===== src/rtl/ps2_pkg.sv =====
// ============================================================================
// Module   : ps2_pkg
// Brief    : Scan-code constants and FSM encoding for the PS/2 key decoder.
// Revision : 1.0 - initial release
// ============================================================================
`default_nettype none

package ps2_pkg;

    localparam logic [7:0] SC_EXT    = 8'hE0;
    localparam logic [7:0] SC_BREAK  = 8'hF0;
    localparam logic [7:0] SC_LSHIFT = 8'h12;
    localparam logic [7:0] SC_RSHIFT = 8'h59;
    localparam logic [7:0] SC_CTRL   = 8'h14;
    localparam logic [7:0] SC_CAPS   = 8'h58;

    typedef enum logic [1:0] {
        ST_IDLE   = 2'd0,
        ST_POP    = 2'd1,
        ST_SETTLE = 2'd2,
        ST_DECODE = 2'd3
    } ps2_state_t;

endpackage

`default_nettype wire


===== src/rtl/ps2_scan_to_ascii.sv =====
// ============================================================================
// Module   : ps2_scan_to_ascii
// Brief    : Combinational set-2 scan code to ASCII lookup (letters, digits,
//            space, enter); extended and unlisted codes map to 0x00.
// Revision : 1.0 - initial release
// ============================================================================
`default_nettype none

module ps2_scan_to_ascii (
    input  logic [7:0] code_i,
    input  logic       ext_i,
    input  logic       upper_i,
    output logic [7:0] ascii_o
);

    logic [7:0] letter;
    logic [7:0] other;

    always_comb begin
        letter = 8'h00;
        other  = 8'h00;
        case (code_i)
            8'h1C: letter = "a";
            8'h32: letter = "b";
            8'h21: letter = "c";
            8'h23: letter = "d";
            8'h24: letter = "e";
            8'h2B: letter = "f";
            8'h34: letter = "g";
            8'h33: letter = "h";
            8'h43: letter = "i";
            8'h3B: letter = "j";
            8'h42: letter = "k";
            8'h4B: letter = "l";
            8'h3A: letter = "m";
            8'h31: letter = "n";
            8'h44: letter = "o";
            8'h4D: letter = "p";
            8'h15: letter = "q";
            8'h2D: letter = "r";
            8'h1B: letter = "s";
            8'h2C: letter = "t";
            8'h3C: letter = "u";
            8'h2A: letter = "v";
            8'h1D: letter = "w";
            8'h22: letter = "x";
            8'h35: letter = "y";
            8'h1A: letter = "z";
            8'h45: other  = "0";
            8'h16: other  = "1";
            8'h1E: other  = "2";
            8'h26: other  = "3";
            8'h25: other  = "4";
            8'h2E: other  = "5";
            8'h36: other  = "6";
            8'h3D: other  = "7";
            8'h3E: other  = "8";
            8'h46: other  = "9";
            8'h29: other  = 8'h20;
            8'h5A: other  = 8'h0D;
            default: begin
                letter = 8'h00;
                other  = 8'h00;
            end
        endcase

        ascii_o = 8'h00;
        if (!ext_i) begin
            if (letter != 8'h00) begin
                ascii_o = upper_i ? (letter - 8'h20) : letter;
            end else begin
                ascii_o = other;
            end
        end
    end

endmodule

`default_nettype wire


===== src/rtl/ps2_key_decoder.sv =====
// ============================================================================
// Module   : ps2_key_decoder
// Brief    : Folds E0/F0 prefixes into key events, tracks Shift/Ctrl/Caps and
//            counts presses. Optional PS2_TYPEMATIC_FILTER_EN drops auto-repeat.
// Revision : 1.0 - initial release
// ============================================================================
`default_nettype none

module ps2_key_decoder
    import ps2_pkg::*;
#(
    parameter int COUNT_W = 8
) (
    input  logic               clk,
    input  logic               reset,
    input  logic [7:0]         kb_data,
    input  logic               kb_ready,
    output logic               kb_nextdata_n,
    output logic               evt_valid,
    output logic [7:0]         evt_code,
    output logic               evt_ext,
    output logic               evt_break,
    output logic [7:0]         evt_ascii,
    output logic               shift,
    output logic               ctrl,
    output logic               caps,
    output logic [COUNT_W-1:0] press_count,
    output logic [1:0]         state
);

    ps2_state_t         state_q, state_d;
    logic [7:0]         byte_q;
    logic               ext_pend_q, ext_pend_d;
    logic               brk_pend_q, brk_pend_d;
    logic               caps_held_q, caps_held_d;
    logic               shift_q, shift_d;
    logic               ctrl_q, ctrl_d;
    logic               caps_q, caps_d;
    logic [COUNT_W-1:0] count_q, count_d;
    logic               evt_valid_q, evt_valid_d;
    logic [7:0]         evt_code_q, evt_code_d;
    logic               evt_ext_q, evt_ext_d;
    logic               evt_break_q, evt_break_d;
    logic [7:0]         evt_ascii_q, evt_ascii_d;

    logic [7:0]         ascii_lut;
    logic               is_shift, is_ctrl, is_caps, is_mod, is_prefix;
    logic               drop_repeat;

    assign is_shift  = (byte_q == SC_LSHIFT) || (byte_q == SC_RSHIFT);
    assign is_ctrl   = (byte_q == SC_CTRL);
    assign is_caps   = (byte_q == SC_CAPS);
    assign is_mod    = is_shift || is_ctrl || is_caps;
    assign is_prefix = (byte_q == SC_EXT) || (byte_q == SC_BREAK);

    ps2_scan_to_ascii u_lut (
        .code_i  (byte_q),
        .ext_i   (ext_pend_q),
        .upper_i (shift_q ^ caps_q),
        .ascii_o (ascii_lut)
    );

    always_comb begin
        state_d = state_q;
        case (state_q)
            ST_IDLE:   if (kb_ready) state_d = ST_POP;
            ST_POP:    state_d = ST_SETTLE;
            ST_SETTLE: state_d = ST_DECODE;
            ST_DECODE: state_d = ST_IDLE;
            default:   state_d = ST_IDLE;
        endcase
    end

    // The decode is registered on the SETTLE->DECODE edge so every event
    // output is already valid for the whole DECODE cycle.
    always_comb begin
        ext_pend_d  = ext_pend_q;
        brk_pend_d  = brk_pend_q;
        caps_held_d = caps_held_q;
        shift_d     = shift_q;
        ctrl_d      = ctrl_q;
        caps_d      = caps_q;
        count_d     = count_q;
        evt_valid_d = 1'b0;
        evt_code_d  = evt_code_q;
        evt_ext_d   = evt_ext_q;
        evt_break_d = evt_break_q;
        evt_ascii_d = evt_ascii_q;

        if (state_q == ST_SETTLE) begin
            if (byte_q == SC_EXT) begin
                ext_pend_d = 1'b1;
            end else if (byte_q == SC_BREAK) begin
                brk_pend_d = 1'b1;
            end else begin
                ext_pend_d = 1'b0;
                brk_pend_d = 1'b0;
                if (!drop_repeat) begin
                    evt_valid_d = 1'b1;
                    evt_code_d  = byte_q;
                    evt_ext_d   = ext_pend_q;
                    evt_break_d = brk_pend_q;
                    evt_ascii_d = ascii_lut;
                    if (is_shift) shift_d = !brk_pend_q;
                    if (is_ctrl)  ctrl_d  = !brk_pend_q;
                    if (is_caps) begin
                        caps_held_d = !brk_pend_q;
                        if (!brk_pend_q && !caps_held_q) caps_d = !caps_q;
                    end
                    if (!is_mod && !brk_pend_q) count_d = count_q + COUNT_W'(1);
                end
            end
        end
    end

`ifdef PS2_TYPEMATIC_FILTER_EN
    logic       held_valid_q, held_valid_d;
    logic [7:0] held_code_q, held_code_d;
    logic       held_ext_q, held_ext_d;
    logic       held_match;

    assign held_match  = held_valid_q && (held_code_q == byte_q) && (held_ext_q == ext_pend_q);
    assign drop_repeat = held_match && !brk_pend_q && !is_mod;

    always_comb begin
        held_valid_d = held_valid_q;
        held_code_d  = held_code_q;
        held_ext_d   = held_ext_q;
        if ((state_q == ST_SETTLE) && !is_prefix && !is_mod) begin
            if (!brk_pend_q) begin
                held_valid_d = 1'b1;
                held_code_d  = byte_q;
                held_ext_d   = ext_pend_q;
            end else if (held_match) begin
                held_valid_d = 1'b0;
            end
        end
    end

    always_ff @(posedge clk or posedge reset) begin
        if (reset) begin
            held_valid_q <= 1'b0;
            held_code_q  <= 8'h00;
            held_ext_q   <= 1'b0;
        end else begin
            held_valid_q <= held_valid_d;
            held_code_q  <= held_code_d;
            held_ext_q   <= held_ext_d;
        end
    end
`else
    assign drop_repeat = 1'b0;
`endif

    always_ff @(posedge clk or posedge reset) begin
        if (reset) begin
            state_q     <= ST_IDLE;
            byte_q      <= 8'h00;
            ext_pend_q  <= 1'b0;
            brk_pend_q  <= 1'b0;
            caps_held_q <= 1'b0;
            shift_q     <= 1'b0;
            ctrl_q      <= 1'b0;
            caps_q      <= 1'b0;
            count_q     <= '0;
            evt_valid_q <= 1'b0;
            evt_code_q  <= 8'h00;
            evt_ext_q   <= 1'b0;
            evt_break_q <= 1'b0;
            evt_ascii_q <= 8'h00;
        end else begin
            state_q     <= state_d;
            if (state_q == ST_POP) byte_q <= kb_data;
            ext_pend_q  <= ext_pend_d;
            brk_pend_q  <= brk_pend_d;
            caps_held_q <= caps_held_d;
            shift_q     <= shift_d;
            ctrl_q      <= ctrl_d;
            caps_q      <= caps_d;
            count_q     <= count_d;
            evt_valid_q <= evt_valid_d;
            evt_code_q  <= evt_code_d;
            evt_ext_q   <= evt_ext_d;
            evt_break_q <= evt_break_d;
            evt_ascii_q <= evt_ascii_d;
        end
    end

    assign kb_nextdata_n = (state_q != ST_POP);
    assign evt_valid     = evt_valid_q;
    assign evt_code      = evt_code_q;
    assign evt_ext       = evt_ext_q;
    assign evt_break     = evt_break_q;
    assign evt_ascii     = evt_ascii_q;
    assign shift         = shift_q;
    assign ctrl          = ctrl_q;
    assign caps          = caps_q;
    assign press_count   = count_q;
    assign state         = state_q;

endmodule

`default_nettype wire


===== config.mk =====
export PLATFORM = sky130hd
export DESIGN_NAME = ps2_key_decoder
export DESIGN_NICKNAME = d
export VERILOG_FILES = /design/src/rtl/ps2_pkg.sv /design/src/rtl/ps2_scan_to_ascii.sv /design/src/rtl/ps2_key_decoder.sv
export SDC_FILE = /design/constraint.sdc
export NUM_CORES = 1
export LEC_CHECK = 0
export CAP_MARGIN = 5
export CORE_MARGIN = 2
export CORE_UTILIZATION = 54
export DETAILED_ROUTE_END_ITERATION = 12
export MAX_ROUTING_LAYER = met4
export PLACE_DENSITY_LB_ADDON = 0.3
export SLEW_MARGIN = 30
export SYNTH_ARGS = -nofsm -noshare
export SYNTH_HDL_FRONTEND = slang
export SYNTH_SLANG_ARGS = --single-unit

===== constraint.sdc =====
create_clock -name clk -period 3 [get_ports clk]
set_input_delay 0.75 -clock clk [delete_from_list [all_inputs] [get_ports clk]]
set_output_delay 0.75 -clock clk [all_outputs]
set_load 0.02 [all_outputs]

==> metrics.txt, run 1 <==
CTS resizes=0; GRT met2 Usage=0.391; via count=about 2400; drc violations=0; measured slew at the worst slew-check pin=765 ps; outcome=completed; met3 Use GR=0.0528; Ant. Diodes=0; Die Span Y=around 75 µm; final hold vios=0; Switching Power=1.69 mW; later-pin clock latency in the skew report=between 300 and 400 ps; IO Pins=44; global-route wire length before repair=roughly 11000 µm; Post-synth EDFFs=0; post-CTS setup buffer count=0; share of cells above drive strength 1=0.114; largest net degree at the start of global routing=44; vias per inst=approximately 6; fill count=416; worst hold endpoint=press_count[7]; met1 usage=0.359; R2R Setup Slk=420 ps; WS Path Type=reg2reg; clk_skew=13.3 ps; Worst Path Required=about 3200 ps; CTS Hold Bufs=0; Syn. warnings=0; core box area=roughly 4800 µm²; Die Wd=around 75 µm; Overall Global Routing Usage=0.259; combinational share of power=0.543; PD cells=about 1100 nW/µm²; Hold Crit Start=press_count[7]; DRT iter0 DRCs=161; initial core utilization=0.564; Sink Count=43; maximum VDD drop=0.000894 V; depth of the worst hold-timing path=1; final setup fails=0; DRT Pass-1 Iters=5; Synth cell types=between 60 and 70; vias in the first global route=2202; Overflow after GRT=0; synthesis-to-finish area growth=22.1%; setup tns final=0 ps; FF-to-FF End=evt_ascii[5]; ys async rst share=1.00; synthesized flop and latch total=43; Final min period=2580 ps; root buf cell=clkbuf_8; antenna-violating nets left=0; Synth Area per Inst=roughly 9.3 µm²; Int Pwr=1.89 mW; register area share after synthesis=0.401; synthesized instance count=290; final worst-path cycle share=0.860; Max-Cap Viols=0; TritonCTS clock tree=built; Site Rows=25; critical path fanouts, max=22; Setup crit start kind=flip-flop; Nets=about 350; clk slew on worst S/H paths=~100 ps; synthesized area=2680 µm²; Setup crit end kind=flip-flop; pins over their slew limit=0; most common flop cell mapped by yosys=dfrtp_1; Critical R2R Launch=byte_q[6]; CP Data Arrival Time=2810 ps; Hold WC Path Type=reg2reg; Max-slew headroom=0.490; Synth Net Count=just over 300; wire per inst=16.2 µm; Seq pwr share=0.349; Lkg Pwr=~1.4 nW; fmax=between 300 and 400 MHz; GRT busiest layer=met2; die area=approximately 5600 µm²; initial antenna violation count=0; Worst Reg2Reg Path Length in Cells=6; hpwl dp=between 4000 and 5000 µm; overall power=around 3.6 mW; RSZ-0062 raised after global routing=false; Max Root-Sink Buffers=2; global placement routability congestion=about 1.0; clock share of power=0.108; H-tree lvl count=2; switching share of power=0.473; Port Buf Inserts=43; CTS buffer count=5; drt total wl=approximately 6500 µm
[per-stage QoR]
stage               cell area, µm²  setup WS [ps]   util  hold WS (ps)  cells
floorplan                     2680            793      -           475    290
global placement              3190            537  0.670           456    391
detailed placement            3190            450  0.670           461    391
CTS                           3280            435  0.689           472    399
global route                  3280            257  0.689           492    399
finish                        3280            421  0.689           469    399
[area by class of cell]
class                           instances  area, µm²  area share
Timing Repair Buffer                   56        528       0.161
Clock inverter                          3       23.8     0.00725
Sequential cell                        43       1080       0.328
Clock buffer                            5       68.8      0.0210
Multi-Input combinational cell        212       1450       0.442
Tap cell                               67       83.8      0.0256
Inverter                               13       48.8      0.0149
[cell families after synthesis]
logic type | count (synthesis) | synth area share
and+or+nand+nor | 123 | 0.265
AOI/OAI and AO/OA | 59 | 0.160
adders and majority gates | 7 | 0.0326
xor gates and xnor gates | 14 | 0.0457
DFF | 43 | 0.401
muxes | 9 | 0.0368
buffers and inverters | 35 | 0.0592
[state kept, by name, indices dropped and copies added (netlist names), 2 cells and up]
signal / flops
byte_q: 8
evt_ascii: 8
evt_code: 8
press_count: 8
state: 2
[per-layer routing]
| metal | share of wire | routed length, µm |
|---|---|---|
| met5 | 0 | 0 |
| met3 | 0.082 | 531 |
| met4 | 0.019 | 125 |
| met1 | 0.43 | 2790 |
| met2 | 0.47 | 3010 |
[power groups by stage]
stage	registers (mW)	clock network [mW]	logic [mW]
3_5_place_dp	1.25	0	1.94
6_report	1.25	0.388	1.95
5_1_grt	1.30	0.420	2.15
3_3_place_gp	1.23	0	1.91
2_1_floorplan	1.19	0	1.29
4_1_cts	1.24	0.397	1.95
[placed cells by master (no fill, tap or decap), types with 5 or more instances in the layout]
| master | instances |
|---|---|
| buf_4 | 13 |
| clkbuf_8 | 5 |
| clkdlybuf4s50_1 | 43 |
| dfrtp_1 | 43 |
| ha_1 | 7 |
| inv_1 | 12 |
| mux2_2 | 7 |
| nand2_1 | 39 |
| nand2b_1 | 5 |
| nand3_1 | 9 |
| nor2_1 | 11 |
| nor2b_1 | 10 |
| nor3_1 | 9 |
| nor3b_1 | 7 |
| nor4b_1 | 6 |
| o2111ai_1 | 5 |
| o21ai_0 | 17 |
| xor2_1 | 12 |
[worst max path at each step]
| stage | cells after the start | from | slack (ps) | end |
|---|---|---|---|---|
| 6_report | 6 | byte_q[6] | 420 | evt_ascii[5] |
| 5_1_grt | 6 | byte_q[6] | 260 | evt_ascii[5] |
| 4_1_cts | 6 | byte_q[6] | 430 | evt_ascii[5] |
| 3_5_place_dp | 6 | byte_q[6] | 450 | evt_ascii[5] |
| 3_3_place_gp | 6 | byte_q[6] | 540 | evt_ascii[5] |
| 2_1_floorplan | 7 | byte_q[7] | 790 | evt_ascii[5] |
[Yosys cell counts, drive strengths merged, types with 6 or more instances]
cell type  number  area, µm²
nor2           11       41.3
nor3b           7       52.6
o21ai          20        100
inv            13       48.8
ha              7       87.6
buf            16       87.6
clkbuf          6       22.5
nand3           9       45.0
nor3            9       45.0
nor4b           6       52.6
nand2          39        146
dfrtp          43       1080
mux2            7       78.8
nor2b          10       62.6
xor2           12        105
[worst max-delay path, stage by stage (launching register included)]
cell and delay (ps):
dfrtp_1 750, or4b_4 550, or3_1 370, a21oi_2 220, nor4_1 120, ha_1 340, o221ai_2 170
Power figures use the tool's default switching activity.
==> run 2, diff against run 1 <==
- CORE_MARGIN: 2 -> 1
- CTS_CLUSTER_SIZE: not set -> 16
==> metrics.txt, run 2 (synthesis gave the netlist of run 1 again) <==
outcome=completed; commonest cells after routing, fill and taps aside=43 x dfrtp_1, 43 x clkdlybuf4s50_1, 39 x nand2_1; vias in the first global route=2250 (+2.2%); Nets=347 (-0.57%); pins over their slew limit=0 (unchanged); worst hold endpoint=press_count[7]; share of cells above drive strength 1=0.109 (-0.00537); R2R Setup Slk=410 ps (about the same); PD cells=1100 nW/µm² (+0.27%); CTS buffer count=5 (unchanged); drt total wl=6420 µm (-0.50%); Setup crit start kind=flip-flop; Lkg Pwr=1.37 nW (-0.67%); maximum VDD drop=0.000636 V (-29%); final setup fails=0 (unchanged); Port Buf Inserts=43 (unchanged); hpwl dp=4520 µm (-1.4%); Max-Cap Viols=0 (unchanged); IO Pins=44 (unchanged); initial core utilization=0.564 (unchanged); Max-slew headroom=0.543 (+0.0528); FF-to-FF End=evt_ascii[5]; die area=5260 µm² (-5.3%); Switching Power=1.70 mW (+0.43%); TritonCTS clock tree=built; post-CTS setup buffer count=0 (unchanged); wire per inst=16.2 µm (about the same); final worst-path cycle share=0.862 (+0.00211); Seq pwr share=0.348 (about the same); CTS Hold Bufs=0 (unchanged); combinational share of power=0.543 (about the same); later-pin clock latency in the skew report=310 ps (about the same); Sink Count=43 (unchanged); via count=2404 (+0.59%); final hold vios=0 (unchanged); Die Span Y=72.5 µm (-2.7%); Critical path origin=byte_q[6]; kind of cell adding the most delay to the critical path=simple AND/OR/NAND/NOR gates; switching share of power=0.476 (+0.00293); critical path's slowest cell=dfrtp_1; Critical R2R Launch=byte_q[6]; global-route wire length before repair=10900 µm (+0.70%); depth of the worst hold-timing path=1 (unchanged); Hold WC Path Type=reg2reg; CTS resizes=0 (unchanged); Hold Crit Start=press_count[7]; clk slew on worst S/H paths=90 ps (about the same); initial antenna violation count=0 (unchanged); critical path fanouts, max=22 (unchanged); Die Wd=72.5 µm (-2.7%); core box area=4750 µm² (unchanged); Ant. Diodes=0 (unchanged); WS Path Type=reg2reg; DRT iter0 DRCs=210 (+30%); Overall Global Routing Usage=0.277 (+0.0172); measured slew at the worst slew-check pin=686 ps (-79.2 ps); CP max stage delay=740 ps (about the same); Buf/Inv on CP=0 (unchanged); H-tree lvl count=2 (unchanged); drc violations=0 (unchanged); antenna-violating nets left=0 (unchanged); root buf cell=clkbuf_8; fill count=410 (-1.4%); Worst Path Required=3230 ps (about the same); Core Util, Final=0.686 (-0.00316); Max Root-Sink Buffers=2 (unchanged); Int Pwr=1.87 mW (-0.75%); fmax=387 MHz (-0.25%); CP Cell Sequence=or4b_4 -> or3_1 -> a21oi_2 -> nor4_1 -> ha_1 -> o221ai_2; RSZ-0062 raised after global routing=false; setup tns final=0 ps (unchanged); clk_skew=10.0 ps (-3.33 ps); vias per inst=6.06 (+1.1%); Setup crit end kind=flip-flop; synthesis-to-finish area growth=21.6%; Worst Reg2Reg Path Length in Cells=6 (unchanged); CP Data Arrival Time=2810 ps (about the same); Site Rows=25 (unchanged); Overflow after GRT=0 (unchanged); clock share of power=0.109 (about the same); Final min period=2590 ps (+6.34 ps); global placement routability congestion=1.00 (-0.41%); DRT Pass-1 Iters=4 (-1); largest net degree at the start of global routing=44 (unchanged)
==> run 2: cell count changes in the layout (fill, tap and decap cells not counted), sizes merged <==
cell  delta
buf      -2
==> run 2: worst max-delay path by stage <==
stage / slack [ps] / end / cells past startpoint
finish: 410 / evt_ascii[5] / 6
global route: 250 / evt_ascii[5] / 6
CTS: 450 / evt_ascii[5] / 6
detailed placement: 460 / evt_ascii[5] / 6
global placement: 550 / evt_ascii[5] / 6
floorplan: 790 / evt_ascii[5] / 7
==> run 2: routing by layer <==
layer,wire length [µm],global-route usage,up-vias
met3,414,0.0611,26
met4,204,0.102,0
met2,2980,0.411,108
met5,0,-,-
li1,-,-,1125
met1,2820,0.372,1145
==> run 2: through the flow <==
stage / hold WS (ps) / power [mW] / area (µm²) / cells / setup slack [ps]
after CTS: 476 / 3.56 / 3260 / 397 / 449
after global routing: 509 / 3.84 / 3260 / 397 / 253
after floorplan: 475 / 2.48 / 2680 / 290 / 793
final: 473 / 3.58 / 3260 / 397 / 415
after detailed placement: 464 / 3.17 / 3170 / 389 / 459
after global placement: 456 / 3.13 / 3170 / 389 / 550
==> run 2: area by class of cell <==
| cell class | instances | area, µm² | area share |
|---|---|---|---|
| Sequential cell | 43 | 1080 | 0.330 |
| Tap cell | 67 | 83.8 | 0.0257 |
| Timing Repair Buffer | 54 | 513 | 0.157 |
| Multi-Input combinational cell | 212 | 1450 | 0.444 |
| Clock buffer | 5 | 68.8 | 0.0211 |
| Clock inverter | 3 | 23.8 | 0.00729 |
| Inverter | 13 | 48.8 | 0.0150 |
==> run 2: power groups by stage <==
stage / Sequential [mW] / Clock [mW] / Combinational [mW]
final: 1.24 / 0.390 / 1.94
after floorplan: 1.19 / 0 / 1.29
after global routing: 1.30 / 0.416 / 2.12
after detailed placement: 1.24 / 0 / 1.93
after CTS: 1.23 / 0.394 / 1.94
after global placement: 1.22 / 0 / 1.90
